## config.mk

```make
export PLATFORM = sky130hd
export DESIGN_NAME = rev_capture_sched_flat
export DESIGN_NICKNAME = d
export VERILOG_FILES = /design/src/rtl/rev_capture_sched_if.sv /design/src/rtl/rev_capture_sched.sv /design/src/flat_wrapper.sv
export SDC_FILE = /design/constraint.sdc
export NUM_CORES = 1
export LEC_CHECK = 0
export CORE_UTILIZATION = 40
export DETAILED_ROUTE_END_ITERATION = 8
export PLACE_DENSITY = 0.68
export SLEW_MARGIN = 10
export SYNTH_ARGS = -nofsm -noshare
export SYNTH_HDL_FRONTEND = slang
export SYNTH_SLANG_ARGS = --single-unit
```

## constraint.sdc

```tcl
create_clock -name i_clk -period 3.11 [get_ports i_clk]
set_input_delay 0.4665 -clock i_clk [delete_from_list [all_inputs] [get_ports i_clk]]
set_output_delay 0.4665 -clock i_clk [all_outputs]
set_load 0.05 [all_outputs]
```

## src/rtl/rev_capture_sched_if.sv

```systemverilog
// Requester/capture bus between the requesters and rev_capture_sched.
// The slave modport is the scheduler and the master modport is the requester side.
interface rev_capture_sched_if #(
    parameter int unsigned N_REQ = 4,
    parameter int unsigned WIDTH = 4
);
    localparam int unsigned ID_W = (N_REQ > 1) ? $clog2(N_REQ) : 1;

    logic [N_REQ-1:0]       i_req;
    logic [N_REQ*WIDTH-1:0] i_data;
    logic [N_REQ-1:0]       o_gnt;
    logic                   o_en;
    logic [WIDTH-1:0]       o_a;
    logic [WIDTH-1:0]       o_rev;
    logic                   o_rev_valid;
    logic [ID_W-1:0]        o_rev_id;
    logic                   o_busy;

    modport master (
        output i_req, i_data,
        input  o_gnt, o_en, o_a, o_rev, o_rev_valid, o_rev_id, o_busy
    );

    modport slave (
        input  i_req, i_data,
        output o_gnt, o_en, o_a, o_rev, o_rev_valid, o_rev_id, o_busy
    );
endinterface

```

## src/rtl/rev_capture_sched.sv

```systemverilog
// Shares one capture register between N_REQ requesters and returns the bit-reversed word.
// Define REV_CAPTURE_SCHED_FIXED_PRIO_EN for fixed lowest-index priority instead of round-robin.
module rev_capture_sched #(
    parameter int unsigned N_REQ  = 4,
    parameter int unsigned WIDTH  = 4,
    parameter int unsigned SETTLE = 2
) (
    input  logic               i_clk,
    input  logic               i_arst_n,
    rev_capture_sched_if.slave bus
);
    localparam int unsigned ID_W  = (N_REQ > 1) ? $clog2(N_REQ) : 1;
    localparam int unsigned CNT_W = 3;

    typedef enum logic [1:0] {
        IDLE        = 2'd0,
        CAPTURE     = 2'd1,
        SETTLE_WAIT = 2'd2,
        DONE        = 2'd3
    } state_e;

    state_e           state_q, state_d;
    logic [N_REQ-1:0] gnt_q, gnt_d;
    logic             en_q, en_d;
    logic [WIDTH-1:0] a_q, a_d;
    logic [WIDTH-1:0] rev_q, rev_d;
    logic             rev_valid_q, rev_valid_d;
    logic [ID_W-1:0]  rev_id_q, rev_id_d;
    logic [ID_W-1:0]  id_q, id_d;
    logic [CNT_W-1:0] cnt_q, cnt_d;
    logic             busy_q, busy_d;
`ifndef REV_CAPTURE_SCHED_FIXED_PRIO_EN
    logic [ID_W-1:0]  ptr_q, ptr_d;
`endif

    logic             win_vld;
    logic [ID_W-1:0]  win_idx;
    logic [ID_W-1:0]  scan_idx;
    logic [WIDTH-1:0] slice [N_REQ];
    logic [WIDTH-1:0] rev_word;

    for (genvar k = 0; k < N_REQ; k++) begin : g_slice
        assign slice[k] = bus.i_data[k*WIDTH +: WIDTH];
    end

    for (genvar b = 0; b < WIDTH; b++) begin : g_rev
        assign rev_word[b] = a_q[WIDTH-1-b];
    end

    // Winner: first requesting index at or after the scan start, wrapping.
    always_comb begin
        win_vld  = 1'b0;
        win_idx  = '0;
        scan_idx = '0;
        for (int unsigned i = 0; i < N_REQ; i++) begin
`ifdef REV_CAPTURE_SCHED_FIXED_PRIO_EN
            scan_idx = ID_W'(i);
`else
            scan_idx = ID_W'((32'(ptr_q) + i) % N_REQ);
`endif
            if (!win_vld && bus.i_req[scan_idx]) begin
                win_vld = 1'b1;
                win_idx = scan_idx;
            end
        end
    end

    always_comb begin
        state_d     = state_q;
        gnt_d       = '0;
        en_d        = 1'b0;
        a_d         = a_q;
        rev_d       = rev_q;
        rev_valid_d = 1'b0;
        rev_id_d    = rev_id_q;
        id_d        = id_q;
        cnt_d       = cnt_q;
`ifndef REV_CAPTURE_SCHED_FIXED_PRIO_EN
        ptr_d       = ptr_q;
`endif
        case (state_q)
            IDLE: begin
                if (win_vld) begin
                    gnt_d   = N_REQ'(1) << win_idx;
                    en_d    = 1'b1;
                    a_d     = slice[win_idx];
                    id_d    = win_idx;
                    state_d = CAPTURE;
                end
            end
            CAPTURE: begin
                cnt_d   = CNT_W'(SETTLE - 1);
                state_d = SETTLE_WAIT;
            end
            SETTLE_WAIT: begin
                if (cnt_q == '0) begin
                    rev_d       = rev_word;
                    rev_valid_d = 1'b1;
                    rev_id_d    = id_q;
                    state_d     = DONE;
                end else begin
                    cnt_d = cnt_q - CNT_W'(1);
                end
            end
            DONE: begin
`ifndef REV_CAPTURE_SCHED_FIXED_PRIO_EN
                ptr_d   = (id_q == ID_W'(N_REQ - 1)) ? '0 : id_q + ID_W'(1);
`endif
                state_d = IDLE;
            end
            default: state_d = IDLE;
        endcase
        busy_d = (state_d != IDLE);
    end

    always_ff @(posedge i_clk or negedge i_arst_n) begin
        if (!i_arst_n) begin
            state_q     <= IDLE;
            gnt_q       <= '0;
            en_q        <= 1'b0;
            a_q         <= '0;
            rev_q       <= '0;
            rev_valid_q <= 1'b0;
            rev_id_q    <= '0;
            id_q        <= '0;
            cnt_q       <= '0;
            busy_q      <= 1'b0;
`ifndef REV_CAPTURE_SCHED_FIXED_PRIO_EN
            ptr_q       <= '0;
`endif
        end else begin
            state_q     <= state_d;
            gnt_q       <= gnt_d;
            en_q        <= en_d;
            a_q         <= a_d;
            rev_q       <= rev_d;
            rev_valid_q <= rev_valid_d;
            rev_id_q    <= rev_id_d;
            id_q        <= id_d;
            cnt_q       <= cnt_d;
            busy_q      <= busy_d;
`ifndef REV_CAPTURE_SCHED_FIXED_PRIO_EN
            ptr_q       <= ptr_d;
`endif
        end
    end

    assign bus.o_gnt       = gnt_q;
    assign bus.o_en        = en_q;
    assign bus.o_a         = a_q;
    assign bus.o_rev       = rev_q;
    assign bus.o_rev_valid = rev_valid_q;
    assign bus.o_rev_id    = rev_id_q;
    assign bus.o_busy      = busy_q;
endmodule

```

## src/flat_wrapper.sv

```systemverilog
// flat-port wrapper written by rule: the top's interface ports become plain ports
module rev_capture_sched_flat 
#(
    parameter int unsigned N_REQ  = 4,
    parameter int unsigned WIDTH  = 4,
    parameter int unsigned SETTLE = 2
)
  (i_clk, i_arst_n, bus_i_req, bus_i_data, bus_o_gnt, bus_o_en, bus_o_a, bus_o_rev, bus_o_rev_valid, bus_o_rev_id, bus_o_busy);
  rev_capture_sched_if #(.N_REQ(N_REQ), .WIDTH(WIDTH)) bus_i ();
  input  logic i_clk;
  input  logic i_arst_n;
  input wire logic [$bits(bus_i.i_req)-1:0] bus_i_req;
  input wire logic [$bits(bus_i.i_data)-1:0] bus_i_data;
  output wire logic [$bits(bus_i.o_gnt)-1:0] bus_o_gnt;
  output wire logic [$bits(bus_i.o_en)-1:0] bus_o_en;
  output wire logic [$bits(bus_i.o_a)-1:0] bus_o_a;
  output wire logic [$bits(bus_i.o_rev)-1:0] bus_o_rev;
  output wire logic [$bits(bus_i.o_rev_valid)-1:0] bus_o_rev_valid;
  output wire logic [$bits(bus_i.o_rev_id)-1:0] bus_o_rev_id;
  output wire logic [$bits(bus_i.o_busy)-1:0] bus_o_busy;
  assign bus_i.i_req = bus_i_req;
  assign bus_i.i_data = bus_i_data;
  assign bus_o_gnt = bus_i.o_gnt;
  assign bus_o_en = bus_i.o_en;
  assign bus_o_a = bus_i.o_a;
  assign bus_o_rev = bus_i.o_rev;
  assign bus_o_rev_valid = bus_i.o_rev_valid;
  assign bus_o_rev_id = bus_i.o_rev_id;
  assign bus_o_busy = bus_i.o_busy;
  rev_capture_sched #(.N_REQ(N_REQ), .WIDTH(WIDTH), .SETTLE(SETTLE)) u_core (.i_clk(i_clk), .i_arst_n(i_arst_n), .bus(bus_i));
endmodule
```

# Word level (Yosys, flattened, before mapping)
# Index checks and enable logic that the tools add are counted.
dict set report word_totals {
  register_bits 26
  inputBits 22
  output_inout_bits 17
  word_cells 72
}
dict set report classes {
  add_sub_neg 5
  n_lt_le_gt_ge 5
  n_eq_ne 5
  shifts 1
  mux 31
  n_bitwise 1
  n_reduce_logical 13
}
# operator n
set op_table {}
lappend op_table {{2-to-1 mux 4 bit} 4}
lappend op_table {{2-to-1 mux 2 bit} 7}
lappend op_table {{< comparator 2 x 3 -> 1 bit (second input constant)} 4}
lappend op_table {{2-to-1 mux 1 bit} 12}
lappend op_table {{binary-select mux 1 bit (select 2 bit)} 4}
lappend op_table {{binary-select mux 4 bit (select 2 bit)} 1}
lappend op_table {{one-hot mux 2 bit (4 select lines)} 1}
lappend op_table {{== test 2 bit (second input constant)} 3}
lappend op_table {{one-hot mux 3 bit (2 select lines)} 1}
lappend op_table {{AND reduction 2 bit} 3}
lappend op_table {{adder 2 x 1 -> 2 bit (second input constant)} 2}
lappend op_table {{adder 2 bit (second input constant)} 2}
lappend op_table {{nonzero test 2 bit} 2}
lappend op_table {{left shift 1 x 2 -> 4 bit (first input constant)} 1}
lappend op_table {{greater-or-equal comparator 3 bit (second input constant)} 1}
lappend op_table {{logical AND 1 bit} 3}
lappend op_table {{zero test 1 bit} 3}
lappend op_table {{zero test 3 bit} 1}
lappend op_table {{2-to-1 mux 3 bit} 1}
lappend op_table {{inverter 2 -> 3 bit} 1}
lappend op_table {{subtractor 3 x 1 -> 3 bit (second input constant)} 1}
lappend op_table {{== test 2 x 1 -> 1 bit (second input constant)} 1}
lappend op_table {{zero test 2 bit} 1}
lappend op_table {{!= test 2 bit (second input constant)} 1}

# Longest topological paths before layout
dict set report logic_depth {
  ltp_word 16
  mapped_depth 7
}

# Worst setup path before layout
# OpenSTA, ideal clock, no wires.
dict set report synth_timing {
  kind {register -> register}
  from {register u_core.state_q[0]}
  to {register u_core.busy_q, in the netlist u_core.bus.o_busy}
  setup_time_ps 124
  arrival_time_ps 1521
  path_slack_ps 1464
  path_stages_with_launch 8
  path_buffers 1
  cell_sequence {dfrtp_1 inv_1 ha_1 and3b_1 buf_2 a211oi_1 a21oi_1 or2_1}
}
dict set report synth_between {
  elab_chain_len 3
}
# element line
set synth_lines {}
lappend synth_lines {{from (decl)} rev_capture_sched.sv:22} ;# state_e state_q, state_d;
lappend synth_lines {{from (signal assigned)} rev_capture_sched.sv:132} ;# state_q <= state_d;
lappend synth_lines {{== test 2 bit, or another cell as far along} rev_capture_sched.sv:81} ;# case (state_q)
lappend synth_lines {{one-hot mux 2 bit (4 select lines) *} rev_capture_sched.sv:81}
lappend synth_lines {{via u_core.state_d[0]} rev_capture_sched.sv:22}
lappend synth_lines {{nonzero test 2 bit *} rev_capture_sched.sv:113} ;# busy_d = (state_d != IDLE);
lappend synth_lines {{via u_core.busy_d} rev_capture_sched.sv:31} ;# logic busy_q, busy_d;
lappend synth_lines {{to (signal assigned)} rev_capture_sched.sv:141} ;# busy_q <= busy_d;
lappend synth_lines {{to (decl)} rev_capture_sched.sv:31}
# The timed path passes the listed nets; every way through them passes the cells marked *.
# A chain may end at the register's enable or synchronous reset.

# Final worst setup path
dict set report layout_timing {
  from {register u_core.a_q[1], in the netlist u_core.bus.o_a[1]}
  to {output port bus_o_a[1]}
}
# element line
set layout_rtl {}
lappend layout_rtl {{from (decl)} rev_capture_sched.sv:25} ;# logic [WIDTH-1:0] a_q, a_d;
lappend layout_rtl {{from (signal assigned)} rev_capture_sched.sv:121} ;# a_q <= '0;
lappend layout_rtl {{from (signal assigned)} rev_capture_sched.sv:135} ;# a_q <= a_d;
lappend layout_rtl {{to (decl)} flat_wrapper.sv:16} ;# output wire logic [$bits(bus_i.o_a)-1:0] bus_o_a;
# No word-level cell between the ends.

==> results.tsv <==
stage	metric	value	unit
run_status	status	finished clean	
clock_tree	postCtsSetupBuffers	0	
timing	slew_headroom	65.6	%
routing	firstDrtPassIters	4	
setup_path	crit_chain	clkdlybuf4s50_1	
timing	period_share	64.3	%
clock_tree	clk_pin_slew	0.14	ns
layout	drive_gt1_share	8.16	%
setup_path	setup.worst_path.start_class	flop	
synthesis	netlist_area	1270	um^2
placed_design	io_buffers	38	
layout	n_antenna_cell	0	
grt	grt_overflow	0	
timing	finalSetupViolCount	0	
job	drv_cap	0	
synthesis	ys_seq_area_share	51.3	%
power	p_leak	0.790	nW
timing	fin_skew	0.0115	ns
clock_tree	root_buffer	clkbuf_4	
setup_path	cpPeakStageDelay	0.82	ns
clock_tree	cts_made_buffers	3	
synthesis	synth_cell_types	33	
power	total_power	1.80	mW
timing	rsz0062_at_grt	no	
timing	hold_viol_final	0	
routing	ant_nets	0	
die	die_height	58.3	um
layout	n_fill_cell	277	
setup_path	cpLargestDelayFamily	buffers and inverters	
setup_path	worst-r2r-setup-slack	1.30	ns
grt	grt_pass1_wl	4.09	mm
setup_path	worst_ep_required_time	2.64	ns
setup_path	cp_num_buf_inv	1	
die	rows	20	
clock_tree	cts_resized	0	
die	die-width	58.3	um
grt	grt_max_degree	27	
power	power.density	1040	nW/um^2
synthesis	avgSynthCellArea	11.9	um^2
power	vdd_drop_max	410	uV
routing	drtIter0Drc	13	
timing	min_period	2.00	ns
setup_path	worst-path-stages	1	
setup_path	path_class	reg2out	
synthesis	synth_fp_nets	136	
die	start_util	41.9	%
clock_tree	cts_buffer_depth	2	
clock_tree	clock_latency	0.32	ns
synthesis	ys_seq_elements	26	
routing	drc	0	
timing	fin_setup_tns	0	ns
clock_tree	cts_tree	built	
layout	areaGrowthSynthToFinish	37.2	%
timing	hold-worst-slack	0.481	ns
routing	via_per_inst	4.90	
timing	worst_slew_pin_slew	0.514	ns
timing	finalMaxSlewViolations	0	
setup_path	endpoint_kind	primary output	
setup_path	reg2regPathDepth	6	
die	coreArea	3030	um^2
grt	grt.total_usage	15.8	%
routing	vias	935	
clock_tree	hold_buffers	0	
layout	nNetsFinal	177	
setup_path	slowest_stage	clkdlybuf4s50_1	
placed_design	place_hpwl	1.88	mm
grt	first_global_vias	953	
routing	wire_per_inst	12.3	um
synthesis	ys_warn_count	0	
routing	wirelength	2.35	mm
die	dieArea	3400	um^2
setup_path	worst_ep_arrival_time	1.53	ns
synthesis	postSynthCellCount	107	
clock_tree	htreeDepth	1	
setup_path	crit_fanout	3	
timing	max_freq	0.500	GHz
min_path	hold_path_class	in2async	
placed_design	gp_congestion	0.735	
die	io_pins	39	
clock_tree	cts_sinks	26	
grt	antenna_found_initial	0	
-- cell usage after synthesis, drive strengths merged --
master	instances	area [um^2]
a22oi	1	7.51
o221ai	4	35.0
buf	3	23.8
mux2	8	90.1
nand2b	2	12.5
dfrtp	26	651
xnor2	1	8.76
or3	1	6.26
inv	7	26.3
nor2	6	22.5
o21ai	5	28.8
ha	7	87.6
a21oi	3	15.0
a311oi	1	8.76
a211oi	1	7.51
nand2	9	41.3
nor2b	4	25.0
a221o	1	10.0
or2	1	6.26
a21boi	1	7.51
and3b	1	8.76
or4	1	11.3
a21bo	1	10.0
a32o	1	10.0
nor3b	1	7.51
mux2i	10	100
-- logic make-up after synthesis --
logic type	Yosys count	share of synthesized area [%]
and+or+nand+nor	26	11.1
DFF	26	51.3
AOI/OAI and AO/OA	19	11.0
muxes	18	15.0
buffers and inverters	10	3.94
adders and majority gates	7	6.90
xor gates and xnor gates	1	0.690
-- layout make-up --
cell class	count	area (um^2)	share of cell area [%]
inverter	7	26.3	1.51
multi-input combinational	71	568	32.6
tap	44	55.1	3.16
clock inverter	1	30.0	1.73
clock buffer	3	22.5	1.29
sequential	26	651	37.4
timing repair buffer	39	388	22.3
-- metal layers --
metal | vias up | global-route usage (%) | wire [um]
met5 | - | 0 | 0
met4 | 0 | 7.14 | 27
met3 | 2 | 1.32 | 31
met2 | 11 | 28.9 | 1270
met1 | 464 | 18.9 | 1020
li1 | 458 | - | -
-- placed cells by master, fill, tap and decap left out, types with 2 or more instances in the layout --
| cell type | n |
|---|---|
| clkdlybuf4s50_1 | 38 |
| mux2i_1 | 10 |
| dfrtp_1 | 26 |
| clkbuf_4 | 3 |
| nand2_1 | 8 |
| inv_1 | 6 |
| nand2b_1 | 2 |
| mux2_1 | 6 |
| o221ai_1 | 4 |
| nor2_1 | 6 |
| nor2b_1 | 4 |
| mux2_2 | 2 |
| ha_1 | 7 |
| a21oi_1 | 3 |
| o21ai_1 | 3 |
-- where the power goes --
part	internal [mW]	switching (mW)	total, mW	leakage, nW
Sequential	0.483	0.0981	0.581	0.325
Clock	0.130	0.0977	0.228	0.0279
Combinational	0.391	0.603	0.995	0.437
Total	1.00	0.799	1.80	0.790
-- flip-flops by register name (all words and copies together), names as in the netlist --
name and count:
u_core.bus.o_a 4, u_core.bus.o_busy 1, u_core.bus.o_en 1, u_core.bus.o_gnt 4
u_core.bus.o_rev 4, u_core.bus.o_rev_id 2, u_core.bus.o_rev_valid 1, u_core.cnt_q 3
u_core.id_q 2, u_core.ptr_q 2, u_core.state_q 2
-- metrics by stage --
stage / area [um^2] / setup WS [ns] / instances / util, %
after CTS: 1740 / 1.09 / 191 / 57.5
after detailed placement: 1690 / 0.742 / 187 / 55.7
after global placement: 1690 / 0.851 / 187 / 55.7
after global routing: 1740 / 0.985 / 191 / 57.5
after floorplan: 1270 / 1.46 / 107 / -
final: 1740 / 1.11 / 191 / 57.5
-- final timing paths --
check                                                      from                              end
worst max-delay path              u_core.bus.o_a[1]$_DFFE_PN0P_                       bus_o_a[1]
worst min-delay path                                   i_arst_n      u_core.bus.o_busy$_DFF_PN0_
worst max register to register      u_core.state_q[0]$_DFF_PN0_      u_core.bus.o_busy$_DFF_PN0_
worst min register to register  u_core.bus.o_rev[3]$_DFFE_PN0P_  u_core.bus.o_rev[3]$_DFFE_PN0P_
max in group asynchronous                              i_arst_n  u_core.bus.o_rev[2]$_DFFE_PN0P_
min in group i_clk              u_core.bus.o_rev[3]$_DFFE_PN0P_  u_core.bus.o_rev[3]$_DFFE_PN0P_
(Power assumes the default switching activity.)
